===== src/rtl/noc_pkg.sv =====
// noc_pkg -- shared router constants for the output-port allocator.
//   NPORTS      : number of router input ports (L, N, E, W, S)
//   P_L..P_S    : port indices, also the bit order of every per-port vector
//   HEAD/BODY/TAIL : flit type codes; any other code behaves as BODY
//   SEL_NONE    : encoded select value when no input owns the output
package noc_pkg;

  localparam int NPORTS = 5;

  localparam int P_L = 0;
  localparam int P_N = 1;
  localparam int P_E = 2;
  localparam int P_W = 3;
  localparam int P_S = 4;

  localparam logic [2:0] HEAD     = 3'b001;
  localparam logic [2:0] BODY     = 3'b010;
  localparam logic [2:0] TAIL     = 3'b100;
  localparam logic [2:0] SEL_NONE = 3'b111;

  typedef enum logic {IDLE = 1'b0, HOLD = 1'b1} alloc_state_e;

  function automatic logic [NPORTS-1:0] port_onehot(input logic [2:0] idx);
    port_onehot = {{(NPORTS-1){1'b0}}, 1'b1} << idx;
  endfunction

endpackage


===== src/rtl/rr_pick.sv =====
// rr_pick -- combinational round-robin picker.
//   eligible [NPORTS] : ports allowed to win this cycle
//   ptr      [3]      : last winner; scanning starts at ptr+1 (mod NPORTS)
//   valid             : some port is eligible
//   idx      [3]      : winning port index, SEL_NONE when !valid
module rr_pick
  import noc_pkg::*;
(
  input  logic [NPORTS-1:0] eligible,
  input  logic [2:0]        ptr,
  output logic              valid,
  output logic [2:0]        idx
);

  int j;

  // Scan from the farthest offset to the nearest so the last hit, i.e. the
  // one closest after ptr, is what remains in idx.
  always_comb begin
    valid = 1'b0;
    idx   = SEL_NONE;
    j     = 0;
    for (int k = NPORTS; k >= 1; k--) begin
      j = (int'(ptr) + k) % NPORTS;
      if (eligible[j]) begin
        valid = 1'b1;
        idx   = 3'(j);
      end
    end
  end

endmodule


===== src/rtl/out_port_alloc.sv =====
// out_port_alloc -- wormhole output-port allocator with watchdog release.
// An input whose HEAD flit is presented wins the output in round-robin
// order and keeps it until its TAIL is forwarded, it drops its request, or
// the watchdog sees TO_MAX consecutive cycles without forward progress.
//   clk, rst          : clock, asynchronous active-low reset
//   req[5]            : per-input request (bit0=L,1=N,2=E,3=W,4=S)
//   flit_valid[5]     : per-input flit present
//   flit_id[15]       : per-input flit type, port i at [3i+2:3i]
//   out_ready         : downstream accepts a flit this cycle
//   grant[5], sel[3]  : registered one-hot grant / encoded owner (7 = none)
//   fwd               : owner's flit moves downstream this cycle
//   busy              : output is held by a packet
//   timeout           : one-cycle pulse after a watchdog release
// Optional ALLOC_STATS_EN adds pkt_cnt (TAIL releases, wraps) and
// to_cnt (watchdog releases, saturates at 255).
module out_port_alloc
  import noc_pkg::*;
#(
  parameter int              TO_W   = 12,
  parameter logic [TO_W-1:0] TO_MAX = 12'd1024
) (
  input  logic                clk,
  input  logic                rst,
  input  logic [NPORTS-1:0]   req,
  input  logic [NPORTS-1:0]   flit_valid,
  input  logic [3*NPORTS-1:0] flit_id,
  input  logic                out_ready,
  output logic [NPORTS-1:0]   grant,
  output logic [2:0]          sel,
  output logic                fwd,
  output logic                busy,
  output logic                timeout
`ifdef ALLOC_STATS_EN
  ,
  output logic [15:0]         pkt_cnt,
  output logic [7:0]          to_cnt
`endif
);

  localparam logic [TO_W-1:0] TO_LAST = TO_MAX - 1'b1;
  localparam logic [TO_W-1:0] CNT_SAT = '1;

  alloc_state_e               state_q, state_d;
  logic [NPORTS-1:0]          grant_d;
  logic [2:0]                 sel_d;
  logic [2:0]                 ptr_q, ptr_d;
  logic [TO_W-1:0]            cnt_q, cnt_d;
  logic                       to_d;

  logic [NPORTS-1:0][2:0]     id_v;
  logic [NPORTS-1:0]          eligible;
  logic                       pick_v;
  logic [2:0]                 pick_idx;
  logic [2:0]                 cur_id;
  logic                       cur_req;
  logic                       tail_rel;

  assign id_v = flit_id;

  always_comb begin
    for (int i = 0; i < NPORTS; i++)
      eligible[i] = req[i] & flit_valid[i] & (id_v[i] == HEAD);
  end

  rr_pick u_pick (
    .eligible (eligible),
    .ptr      (ptr_q),
    .valid    (pick_v),
    .idx      (pick_idx)
  );

  // Owner's flit type and request, muxed through the one-hot grant so the
  // idle value of sel never indexes past the port vectors.
  always_comb begin
    cur_id = 3'b000;
    for (int i = 0; i < NPORTS; i++)
      if (grant[i]) cur_id = cur_id | id_v[i];
  end

  assign cur_req  = |(req & grant);
  assign busy     = (state_q == HOLD);
  assign fwd      = (|(grant & flit_valid)) & out_ready;
  assign tail_rel = busy & fwd & (cur_id == TAIL);

  always_comb begin
    state_d = state_q;
    grant_d = grant;
    sel_d   = sel;
    ptr_d   = ptr_q;
    cnt_d   = cnt_q;
    to_d    = 1'b0;
    case (state_q)
      IDLE: begin
        if (pick_v) begin
          state_d = HOLD;
          grant_d = port_onehot(pick_idx);
          sel_d   = pick_idx;
          cnt_d   = '0;
        end
      end
      HOLD: begin
        // TAIL and abort win over the watchdog: neither pulses timeout.
        if (tail_rel || !cur_req || (!fwd && cnt_q == TO_LAST)) begin
          state_d = IDLE;
          grant_d = '0;
          sel_d   = SEL_NONE;
          ptr_d   = sel;
          to_d    = !tail_rel && cur_req;
        end else if (fwd) begin
          cnt_d = '0;
        end else if (cnt_q != CNT_SAT) begin
          cnt_d = cnt_q + 1'b1;
        end
      end
      default: state_d = IDLE;
    endcase
  end

  always_ff @(posedge clk or negedge rst) begin
    if (!rst) begin
      state_q <= IDLE;
      grant   <= '0;
      sel     <= SEL_NONE;
      ptr_q   <= 3'(P_S);
      cnt_q   <= '0;
      timeout <= 1'b0;
    end else begin
      state_q <= state_d;
      grant   <= grant_d;
      sel     <= sel_d;
      ptr_q   <= ptr_d;
      cnt_q   <= cnt_d;
      timeout <= to_d;
    end
  end

`ifdef ALLOC_STATS_EN
  always_ff @(posedge clk or negedge rst) begin
    if (!rst) begin
      pkt_cnt <= '0;
      to_cnt  <= '0;
    end else begin
      if (tail_rel)                 pkt_cnt <= pkt_cnt + 16'd1;
      if (to_d && to_cnt != 8'hff)  to_cnt  <= to_cnt + 8'd1;
    end
  end
`endif

endmodule


===== config.mk =====
export PLATFORM = sky130hd
export DESIGN_NAME = out_port_alloc
export DESIGN_NICKNAME = d
export VERILOG_FILES = /design/src/rtl/noc_pkg.sv /design/src/rtl/rr_pick.sv /design/src/rtl/out_port_alloc.sv
export SDC_FILE = /design/constraint.sdc
export NUM_CORES = 1
export LEC_CHECK = 0
export CORE_ASPECT_RATIO = 1.2
export CORE_MARGIN = 2
export CORE_UTILIZATION = 45
export CTS_BUF_LIST = sky130_fd_sc_hd__clkbuf_2 sky130_fd_sc_hd__clkbuf_4 sky130_fd_sc_hd__clkbuf_8
export CTS_CLUSTER_SIZE = 28
export DETAILED_ROUTE_END_ITERATION = 10
export PLACE_DENSITY_LB_ADDON = 0.3
export SLEW_MARGIN = 20
export SYNTH_ARGS = -nofsm -noshare
export SYNTH_HDL_FRONTEND = slang
export SYNTH_SLANG_ARGS = --single-unit
export TNS_END_PERCENT = 50

===== constraint.sdc =====
create_clock -name clk -period 6 [get_ports clk]
set_input_delay 0.9 -clock clk [delete_from_list [all_inputs] [get_ports clk]]
set_output_delay 0.9 -clock clk [all_outputs]
set_load 0.1 [all_outputs]

[Word level (Yosys, flattened, before mapping)]
Index checks and enable logic that the tools add are counted.
Storage, ports and cells
  flip-flop bits (word level): 25
  output and inout bits: 11
  logic and storage cells: 113
Operators by class
  $add $sub $neg: 6
  div/mod/pow operators: 5
  $lt $le $gt $ge: 5
  equal/unequal tests: 12
  shifts and indexed selects: 1
  mux-type cells: 46
  bitwise operators: 20
  reductions and logical operators: 12
Operator list (count)
  < comparator 32 x 5 -> 1 bit (second input constant): 5
  modulo 32 x 4 -> 32 bit (second input constant): 5
  two-way mux 12 bit: 4
  two-way mux 3 bit: 12
  one-hot mux 12 bit (2 select lines): 1
  two-way mux 1 bit: 19
  binary-select mux 1 bit (select 3 bit): 5
  == test 3 x 1 -> 1 bit (second input constant): 5
  bitwise AND 1 bit: 13
  adder 12 x 1 -> 12 bit (second input constant): 1
  == test 12 x 10 -> 1 bit (second input constant): 1
  inequality test 12 bit (second input constant): 1
  bitwise OR 3 bit: 4
  bitwise AND 5 bit: 2
  two-way mux 5 bit: 2
  one-hot mux 5 bit (2 select lines): 1
  OR reduction 5 bit: 2
  adder 3 x 2 -> 4 bit (second input constant): 2
  adder 3 x 3 -> 4 bit (second input constant): 2
  one-hot mux 3 bit (2 select lines): 1
  left shift 1 x 3 -> 5 bit (first input constant): 1
  adder 3 x 1 -> 4 bit (second input constant): 1
  inequality test 2 bit (second input constant): 2
  AND reduction 2 bit: 2
  other kinds (9): 13

[Logic depth before layout (Yosys ltp)]
Gate-level depths: netlist (run 1).
  depth after elaboration: 15
  mapped depth: 17

[Modules after synthesis]
Synthesis (run 1) repeated with hierarchy kept, for this count alone.
Unflattened totals
  cell total of the unflattened synthesis: 432
  area, all modules: 3503.4 um^2
Modules (own cells, without submodules)
  rr_pick: times used 1, cells each 271, area an instance 1976.9 um^2
  out_port_alloc: times used 1, cells each 161, area an instance 1526.5 um^2

[Least setup slack after synthesis (run 1)]
OpenSTA, ideal clock, no wires.
  path type: flip-flop to flip-flop
  from: register grant[0]
  to: register cnt_q[7]
  library setup time: 82 ps
  data arrival time: 4372 ps
  data required time: 5918 ps
  slack: 1546 ps
  cell stages (with the launch flop): 8
  path buffers: 0
  period minus slack after synthesis: 4454 ps
  cells stage by stage: dfrtp_1 -> a222oi_1 -> a21boi_1 -> or4b_2 -> a31oi_1 -> nor4_1 -> a21oi_1 -> a31oi_1
On the way
  elaborated cells on any way between the ends: 28
RTL lines
  start, declared: line out_port_alloc.sv:28  | output logic [NPORTS-1:0] grant,
  start signal, assigned: line out_port_alloc.sv:129  | grant <= grant_d;
  bitwise AND 5 bit (*): line out_port_alloc.sv:82  | assign fwd = (|(grant & flit_valid)) & out_ready;
  OR reduction 5 bit (*): line out_port_alloc.sv:82
  bitwise AND 1 bit (*): line out_port_alloc.sv:82
  via fwd: line out_port_alloc.sv:30  | output logic fwd,
  bitwise AND 1 bit (2 in a row): line out_port_alloc.sv:83  | assign tail_rel = busy & fwd & (cur_id == TAIL);
  logical OR 1 bit (2 in a row): line out_port_alloc.sv:103  | if (tail_rel || !cur_req || (!fwd && cnt_q == TO_LAST)) begin
  inequality test 2 bit (no line)
  AND reduction 3 bit (no line)
  end signal, assigned: line out_port_alloc.sv:132  | cnt_q <= cnt_d;
  end, declared: line out_port_alloc.sv:47  | logic [TO_W-1:0] cnt_q, cnt_d;
The timed path passes the listed nets; every way through them passes the cells marked *. The select of a mux whose other input is x is not followed.
A chain may end at the register's enable or synchronous reset.

[Final worst setup path (run 1)]
  from: register ptr_q[1]
  to: register grant[3]
On the way
  word-level cells in the longest chain between the ends: 13
  elaborated cells on any way between the ends: 40
Ends and longest elaborated chain
  start, declared: line out_port_alloc.sv:46  | logic [2:0] ptr_q, ptr_d;
  start signal, assigned: line out_port_alloc.sv:124  | ptr_q <= 3'(P_S);
  start signal, assigned: line out_port_alloc.sv:131  | ptr_q <= ptr_d;
  adder 3 x 3 -> 4 bit: line rr_pick.sv:24  | j = (int'(ptr) + k) % NPORTS;
  modulo 32 x 4 -> 32 bit: line rr_pick.sv:24
  binary-select mux 1 bit (select 3 bit): line rr_pick.sv:25  | if (eligible[j]) begin
  two-way mux 1 bit (implied by the code) (2 in a row): line rr_pick.sv:25
  two-way mux 3 bit (5 in a row): line rr_pick.sv:25
  left shift 1 x 3 -> 5 bit: line noc_pkg.sv:24  | port_onehot = {{(NPORTS-1){1'b0}}, 1'b1} << idx;
  two-way mux 5 bit: line out_port_alloc.sv:94  | if (pick_v) begin
  one-hot mux 5 bit (2 select lines): line out_port_alloc.sv:92  | case (state_q)
Several ways; a longest one is shown, not always the timed one. The select of a mux whose other input is x is not followed.

==> results of run 1 <==
-- how the worst min path moves through the flow --
stage,startpoint,endpoint,slack [ps],cells past startpoint
floorplan,cnt_q[2],cnt_q[2],460,1
global placement,cnt_q[4],cnt_q[4],480,1
detailed placement,cnt_q[2],cnt_q[2],480,1
CTS,cnt_q[5],cnt_q[5],500,1
global route,cnt_q[0],cnt_q[0],520,1
finish,sel[2],ptr_q[2],500,2
-- logic make-up after synthesis --
| group | count (synthesis) |
|---|---|
| buffers and inverters | 34 |
| multiplexers | 15 |
| AO/OA/AOI/OAI | 132 |
| XOR/XNOR | 9 |
| adder cells (fa/ha/maj) | 23 |
| AND/OR/NAND/NOR | 142 |
| flip-flops | 25 |
-- metrics by stage --
stage          area (um^2)  worst slack (ps)  utilization
3_3_place_gp          3640              1290        0.534
3_5_place_dp          3640              1240        0.534
4_1_cts               3690              1210        0.541
2_1_floorplan         3150              1550            -
6_report              3690              1220        0.541
5_1_grt               3690               911        0.541
-- state kept, by name, summed over array words and instances, names as in the netlist --
register	flops
cnt_q	12
grant	5
ptr_q	3
sel	3
busy	1
timeout	1
-- metal layers --
metal | GRT usage | vias up | wire (um)
li1 | - | 1538 | -
met1 | 0.281 | 1509 | 3680
met2 | 0.401 | 74 | 4390
met3 | 0.0113 | 8 | 299
met4 | 0.0508 | 0 | 97
met5 | 0 | - | 0
-- worst max-delay path, stage by stage (launching register included) --
cell	delay, ps
sky130_fd_sc_hd__dfrtp_1	550
sky130_fd_sc_hd__inv_1	210
sky130_fd_sc_hd__ha_1	310
sky130_fd_sc_hd__xnor2_2	330
sky130_fd_sc_hd__inv_4	120
sky130_fd_sc_hd__ha_1	210
sky130_fd_sc_hd__inv_1	50
sky130_fd_sc_hd__ha_1	230
sky130_fd_sc_hd__nand2b_1	180
sky130_fd_sc_hd__o211ai_2	240
sky130_fd_sc_hd__o31ai_1	120
sky130_fd_sc_hd__a211oi_1	610
sky130_fd_sc_hd__mux4_2	460
sky130_fd_sc_hd__a21boi_4	280
sky130_fd_sc_hd__o211ai_1	140
sky130_fd_sc_hd__a31oi_2	430
sky130_fd_sc_hd__a32o_1	240
-- layout make-up --
type                    count  area, um^2
clock buffers               3        41.3
fillers                   636        3130
well taps                  87         109
clock inverters             1        7.51
multi-input cells         321        2380
inverters                  23        88.8
repair buffers             45         433
flip-flops and latches     25         631
-- placed cells by master (no fill, tap or decap), types with 5 or more instances in the layout --
master	n
sky130_fd_sc_hd__nor2b_1	9
sky130_fd_sc_hd__xnor2_1	5
sky130_fd_sc_hd__buf_4	7
sky130_fd_sc_hd__dfrtp_1	21
sky130_fd_sc_hd__a21oi_1	27
sky130_fd_sc_hd__nor3_1	9
sky130_fd_sc_hd__or3_1	8
sky130_fd_sc_hd__clkdlybuf4s50_1	38
sky130_fd_sc_hd__and3_1	12
sky130_fd_sc_hd__nand3_1	18
sky130_fd_sc_hd__nand2b_1	5
sky130_fd_sc_hd__inv_1	21
sky130_fd_sc_hd__and2_1	5
sky130_fd_sc_hd__o21ai_0	20
sky130_fd_sc_hd__nand2_1	32
sky130_fd_sc_hd__a31oi_1	12
sky130_fd_sc_hd__ha_1	23
sky130_fd_sc_hd__nor2_1	20
sky130_fd_sc_hd__mux2i_1	9
==> impl_metrics.prom, run 1 <==
# TYPE chip_impl_metric gauge
chip_impl_info{name="outcome",value="finished, final reports clean"} 1
chip_impl_info{name="rr_startpoint",value="ptr_q[1]"} 1
chip_impl_metric{name="synth.avg_cell_area",unit="um^2"} 8.30
chip_impl_metric{name="number_of_storage_elements_in_the_synthesis_netlist",unit=""} 25
chip_impl_metric{name="yosys-mux-area-fraction",unit=""} 0.0655
chip_impl_metric{name="dp.cells",unit=""} 501
chip_impl_metric{name="number_of_antenna_violations_at_the_first_check_in_global_routing",unit=""} 0
chip_impl_metric{name="synth_compound_gate_area_share",unit=""} 0.313
chip_impl_metric{name="start_util",unit=""} 0.463
chip_impl_metric{name="design.die.area",unit="um^2"} 7690
chip_impl_metric{name="first_iter_violations",unit=""} 210
chip_impl_metric{name="cts_inserted_buffers",unit=""} 3
chip_impl_metric{name="post_drt_wl_per_cell",unit="um"} 16.8
chip_impl_metric{name="setup_viol",unit=""} 0
chip_impl_metric{name="drive_above_1_share",unit=""} 0.120
chip_impl_metric{name="clock_tree.buffer_depth",unit=""} 2
chip_impl_info{name="timing.critical_path.from",value="ptr_q[1]"} 1
chip_impl_metric{name="detailroute.via_count",unit=""} 3129
chip_impl_metric{name="pin_count",unit=""} 39
chip_impl_metric{name="relative_area_change_from_synthesis_to_final_layout",unit="%"} 16.9
chip_impl_info{name="worstSetupEndpointType",value="register"} 1
chip_impl_metric{name="fmaxAchievable",unit="MHz"} 209
chip_impl_metric{name="finalHoldViolCount",unit=""} 0
chip_impl_metric{name="gp_congestion",unit=""} 0.934
chip_impl_metric{name="io_buffer_count",unit=""} 38
chip_impl_info{name="most_used_flip_flop_cell_after_synthesis",value="sky130_fd_sc_hd__dfrtp_1"} 1
chip_impl_metric{name="nets",unit=""} 470
chip_impl_metric{name="yosys.area.top_type_share",unit=""} 0.167
chip_impl_metric{name="stdcell_count",unit=""} 505
chip_impl_metric{name="vias_per_cell",unit=""} 6.20
chip_impl_metric{name="synthCells",unit=""} 380
chip_impl_info{name="yosys.area.top_type",value="sky130_fd_sc_hd__dfrtp_1"} 1
chip_impl_info{name="rsz0062_at_grt",value="false"} 1
chip_impl_metric{name="synth_nets",unit=""} 431
chip_impl_metric{name="post_cts.repair.setup_buffers",unit=""} 0
chip_impl_metric{name="cts_htree_levels",unit=""} 1
chip_impl_metric{name="core_area",unit="um^2"} 6810
chip_impl_metric{name="crit_fanout",unit=""} 10
chip_impl_metric{name="drc",unit=""} 0
chip_impl_metric{name="yosysWarningCount",unit=""} 0
chip_impl_metric{name="total_wire_length",unit="mm"} 8.47
chip_impl_metric{name="hold-worst-slack",unit="ps"} 501
chip_impl_metric{name="grt.total_usage",unit=""} 0.218
chip_impl_metric{name="worst-r2r-setup-slack",unit="ps"} 1220
chip_impl_info{name="cp-endpoint",value="grant[3]"} 1
chip_impl_metric{name="floorplan.die.height",unit="um"} 95.7
chip_impl_metric{name="synth-edff-count",unit=""} 0
chip_impl_metric{name="clock-sinks",unit=""} 25
chip_impl_info{name="ys_top_cells_by_area",value="sky130_fd_sc_hd__dfrtp_1 (17%), sky130_fd_sc_hd__ha_1 (9.1%), sky130_fd_sc_hd__a21oi_1 (4.3%)"} 1
chip_impl_info{name="clock_tree_from_tritoncts",value="yes"} 1
chip_impl_metric{name="worst_ep_arrival_time",unit="ps"} 5000
chip_impl_metric{name="final.period_utilization",unit=""} 0.797
chip_impl_metric{name="detailedPlacementHpwl",unit="mm"} 6.63
chip_impl_metric{name="cts.hold.buffers_added",unit=""} 0
chip_impl_metric{name="timing_max_transition_violations_final",unit=""} 0
chip_impl_metric{name="tightest_slew",unit="ps"} 980
chip_impl_info{name="yosysMostFrequentCell",value="sky130_fd_sc_hd__nand2_1"} 1
chip_impl_metric{name="finalSetupTns",unit="ps"} 0
chip_impl_metric{name="worst_clock_skew",unit="ps"} 7.39
chip_impl_metric{name="maxCapViolCount",unit=""} 0
chip_impl_metric{name="rows",unit=""} 33
chip_impl_metric{name="final.min_clock_period",unit="ps"} 4780
chip_impl_metric{name="ys_seq_area_frac",unit=""} 0.200
chip_impl_metric{name="r2r.worst_path.cells",unit=""} 16
chip_impl_info{name="ctsRootBufferMaster",value="sky130_fd_sc_hd__clkbuf_8"} 1
chip_impl_metric{name="number_of_nets_with_antenna_violations_after_detailed_routing",unit=""} 0
chip_impl_metric{name="first_global_vias",unit=""} 2875
chip_impl_info{name="critical_path.reg2reg.endpoint",value="grant[3]"} 1
chip_impl_metric{name="yosys.cell_types.count",unit=""} 86
chip_impl_metric{name="synth-xor-area-share",unit=""} 0.0357
chip_impl_metric{name="synth_simple_gate_area_share",unit=""} 0.248
chip_impl_metric{name="global_route_wire_length_before_repair",unit="mm"} 13.5
chip_impl_info{name="yosys-top-cells-count",value="sky130_fd_sc_hd__nand2_1 (32), sky130_fd_sc_hd__a21oi_1 (27), sky130_fd_sc_hd__ha_1 (23)"} 1
chip_impl_metric{name="cts.reportedPaths.clkPinSlew",unit="ps"} 90
chip_impl_metric{name="dieWidth",unit="um"} 80.4
chip_impl_metric{name="cts_resized",unit=""} 0
chip_impl_metric{name="grt_start_max_net_pins",unit=""} 29
chip_impl_info{name="timing.setup.critical_path_class",value="reg2reg"} 1
chip_impl_metric{name="synth_area",unit="um^2"} 3150
chip_impl_metric{name="synth-adder-area-share",unit=""} 0.0913
chip_impl_info{name="critical_path.startpoint_type",value="register"} 1
chip_impl_metric{name="clkLatencyLatePin",unit="ps"} 270
chip_impl_metric{name="worst_ep_required_time",unit="ps"} 6210
chip_impl_metric{name="relative_slew_slack",unit=""} 0.344
chip_impl_metric{name="firstDrtPassIters",unit=""} 5
chip_impl_info{name="combinational_family_with_the_most_area_after_synthesis",value="compound AO/OA/AOI/OAI gates"} 1
chip_impl_info{name="worst_hold_path_type",value="reg2reg"} 1
chip_impl_metric{name="global_route.overflow_total",unit=""} 0
chip_impl_metric{name="num_antenna_cells",unit=""} 0
chip_impl_metric{name="asyncSetResetFlopFracSynth",unit=""} 1.00
Power of run 1 is not shown: default switching activity piles up to over one toggle a cycle in this logic, so the estimate is an artifact.
==> inputs of run 2 (changes only) <==
Clock period 6 ns to 4.4 ns, I/O delays scaled along.
==> run 2 against run 1 <==
Compared with the run above: flip-flop and latch count is the same; hold slack got worse by 0.58 ps; via count up 6.1%; critical path depth is 1 higher; sequential share of layout area down 0.77 points; utilization is 2.5 points higher.
==> impl_metrics.prom, run 2 (synthesis gave the netlist of run 1 again) <==
# TYPE chip_impl_metric gauge
chip_impl_metric{name="rows",unit=""} 33
chip_impl_metric{name="largest_reg_flops",unit=""} 12
chip_impl_info{name="critical_path.reg2reg.endpoint",value="grant[2]"} 1
chip_impl_info{name="rr_startpoint",value="ptr_q[0]"} 1
chip_impl_info{name="ctsRootBufferMaster",value="sky130_fd_sc_hd__clkbuf_8"} 1
chip_impl_metric{name="grt.total_usage",unit=""} 0.238
chip_impl_metric{name="total_wire_length",unit="mm"} 9.20
chip_impl_info{name="grt.busiest_layer",value="met2"} 1
chip_impl_info{name="whs_endpoint",value="cnt_q[5]"} 1
chip_impl_metric{name="start_util",unit=""} 0.463
chip_impl_metric{name="timing_max_transition_violations_final",unit=""} 0
chip_impl_metric{name="maxCapViolCount",unit=""} 0
chip_impl_metric{name="io_buffer_count",unit=""} 38
chip_impl_metric{name="critPathMaxStageDelay",unit="ps"} 420
chip_impl_metric{name="tightest_slew",unit="ps"} 995
chip_impl_metric{name="core_area",unit="um^2"} 6810
chip_impl_metric{name="pin_count",unit=""} 39
chip_impl_metric{name="detailroute.via_count",unit=""} 3320
chip_impl_metric{name="drive_above_1_share",unit=""} 0.162
chip_impl_info{name="most-common-layout-cells",value="sky130_fd_sc_hd__clkdlybuf4s50_1 (37), sky130_fd_sc_hd__nand2_1 (32), sky130_fd_sc_hd__a21oi_1 (27), sky130_fd_sc_hd__ha_1 (22)"} 1
chip_impl_info{name="register_with_the_most_flip_flops",value="cnt_q"} 1
chip_impl_metric{name="cts_inserted_buffers",unit=""} 3
chip_impl_metric{name="nets",unit=""} 484
chip_impl_metric{name="worst_clock_skew",unit="ps"} 2.88
chip_impl_metric{name="first_iter_violations",unit=""} 364
chip_impl_metric{name="floorplan.die.height",unit="um"} 95.7
chip_impl_metric{name="setup_viol",unit=""} 0
chip_impl_metric{name="clock-sinks",unit=""} 25
chip_impl_info{name="worstSetupEndpointType",value="register"} 1
chip_impl_metric{name="r2r.worst_path.cells",unit=""} 17
chip_impl_info{name="cp_slowest_cell",value="sky130_fd_sc_hd__a211oi_1"} 1
chip_impl_metric{name="first_global_vias",unit=""} 3131
chip_impl_metric{name="cts_htree_levels",unit=""} 1
chip_impl_metric{name="clkLatencyLatePin",unit="ps"} 270
chip_impl_metric{name="cts.reportedPaths.clkPinSlew",unit="ps"} 80
chip_impl_info{name="layout.cells.most_common",value="sky130_fd_sc_hd__clkdlybuf4s50_1"} 1
chip_impl_metric{name="drc",unit=""} 0
chip_impl_metric{name="firstDrtPassIters",unit=""} 5
chip_impl_metric{name="worst_ep_arrival_time",unit="ps"} 4330
chip_impl_metric{name="final.period_utilization",unit=""} 0.947
chip_impl_metric{name="final.min_clock_period",unit="ps"} 4170
chip_impl_metric{name="number_of_nets_with_antenna_violations_after_detailed_routing",unit=""} 0
chip_impl_metric{name="fmaxAchievable",unit="MHz"} 240
chip_impl_metric{name="num_antenna_cells",unit=""} 0
chip_impl_metric{name="worst_ep_required_time",unit="ps"} 4560
chip_impl_metric{name="detailedPlacementHpwl",unit="mm"} 7.14
chip_impl_info{name="timing.setup.critical_path_class",value="reg2reg"} 1
chip_impl_metric{name="cts.hold.buffers_added",unit=""} 0
chip_impl_info{name="critical_path.startpoint_type",value="register"} 1
chip_impl_metric{name="grt_start_max_net_pins",unit=""} 26
chip_impl_metric{name="global_route.overflow_total",unit=""} 0
chip_impl_metric{name="finalSetupTns",unit="ps"} 0
chip_impl_metric{name="design.die.area",unit="um^2"} 7690
chip_impl_metric{name="finalHoldViolCount",unit=""} 0
chip_impl_metric{name="relative_slew_slack",unit=""} 0.335
chip_impl_metric{name="gp_congestion",unit=""} 0.916
chip_impl_info{name="clock_tree_from_tritoncts",value="yes"} 1
chip_impl_metric{name="global_route.usage.met2",unit=""} 0.424
chip_impl_metric{name="clock_tree.buffer_depth",unit=""} 2
chip_impl_metric{name="dieWidth",unit="um"} 80.4
chip_impl_info{name="reg_top3",value="cnt_q x12, grant x5"} 1
chip_impl_metric{name="worst-r2r-setup-slack",unit="ps"} 230
chip_impl_info{name="rsz0062_at_grt",value="false"} 1
chip_impl_metric{name="crit_fanout",unit=""} 10
chip_impl_metric{name="post_drt_wl_per_cell",unit="um"} 17.7
chip_impl_metric{name="grt.met3_usage",unit=""} 0.0169
chip_impl_info{name="cp_common_cell",value="sky130_fd_sc_hd__ha_1"} 1
chip_impl_metric{name="vias_per_cell",unit=""} 6.40
chip_impl_info{name="outcome",value="finished, final reports clean"} 1
chip_impl_info{name="worst_hold_path_type",value="reg2reg"} 1
chip_impl_info{name="holdCritStartpoint",value="cnt_q[5]"} 1
chip_impl_metric{name="relative_area_change_from_synthesis_to_final_layout",unit="%"} 22.4
chip_impl_metric{name="global_route_wire_length_before_repair",unit="mm"} 14.7
chip_impl_metric{name="timing.hold.worst_path_depth",unit=""} 1
chip_impl_metric{name="grt_use_met1",unit=""} 0.299
chip_impl_info{name="worstPathCellList",value="clkinv_1 > ha_2 > xnor2_4 > inv_4 > ha_1 > inv_1 > ha_1 > nand2b_1 > o211ai_2 > o31ai_1 > a211oi_1 > buf_4 > mux4_2 > a21boi_4 > o21ai_1 > or3_4 > a32o_1"} 1
chip_impl_metric{name="number_of_antenna_violations_at_the_first_check_in_global_routing",unit=""} 0
==> run 2: metrics by stage <==
stage                     instance area [um^2]   util  cells  worst slack (ps)  hold WS, ps
after global placement                    3710  0.545    511               185          479
final                                     3860  0.566    519               232          501
after CTS                                 3760  0.552    515              38.7          500
after floorplan                           3160      -    380              49.6          364
after detailed placement                  3710  0.545    511              74.1          488
after global routing                      3860  0.566    519              5.51          524
==> run 2: worst max-delay path: cells and delay by family (launching register included) <==
family / cells / cell delay, ps
AO/OA/AOI/OAI: 6 / 1440
XOR/XNOR: 1 / 240
adder cells (fa/ha/maj): 3 / 690
buffers and inverters: 4 / 450
flip-flops: 1 / 360
multiplexers: 1 / 340
AND/OR/NAND/NOR: 2 / 530
==> run 2: how the worst max path moves through the flow <==
stage	cells past startpoint	endpoint	startpoint	slack (ps)
2_1_floorplan	17	grant[2]	ptr_q[0]	50
3_3_place_gp	16	grant[2]	ptr_q[0]	190
3_5_place_dp	16	grant[2]	ptr_q[0]	70
4_1_cts	16	grant[2]	ptr_q[0]	40
5_1_grt	17	grant[2]	ptr_q[0]	6
6_report	17	grant[2]	ptr_q[0]	230
==> run 2: repair_timing <==
| item | 4_1_cts | 5_1_grt |
|---|---|---|
| setup endpoints to repair | 0 | 18 |
| resized for setup | 0 | 9 |
| setup buffers | 0 | 3 |
==> run 2: routing by layer <==
layer,vias to the layer above,wire (um)
li1,1568,-
met1,1600,3790
met2,127,4770
met3,25,387
met4,0,253
met5,-,0
==> run 2: final cells by class <==
class / instances / area [um^2]
fillers: 633 / 2950
inverters: 23 / 88.8
flip-flops and latches: 25 / 631
clock buffers: 4 / 48.8
well taps: 87 / 109
multi-input cells: 322 / 2450
repair buffers: 58 / 528
Power of run 2 is left out for the same reason.
==> inputs of run 3 (changes only) <==
Settings changed: CAP_MARGIN set to 20.
==> results of run 3 <==
The final DEF is identical to that of run 2; final timing and power are the same.
Power of run 3 is left out for the same reason.
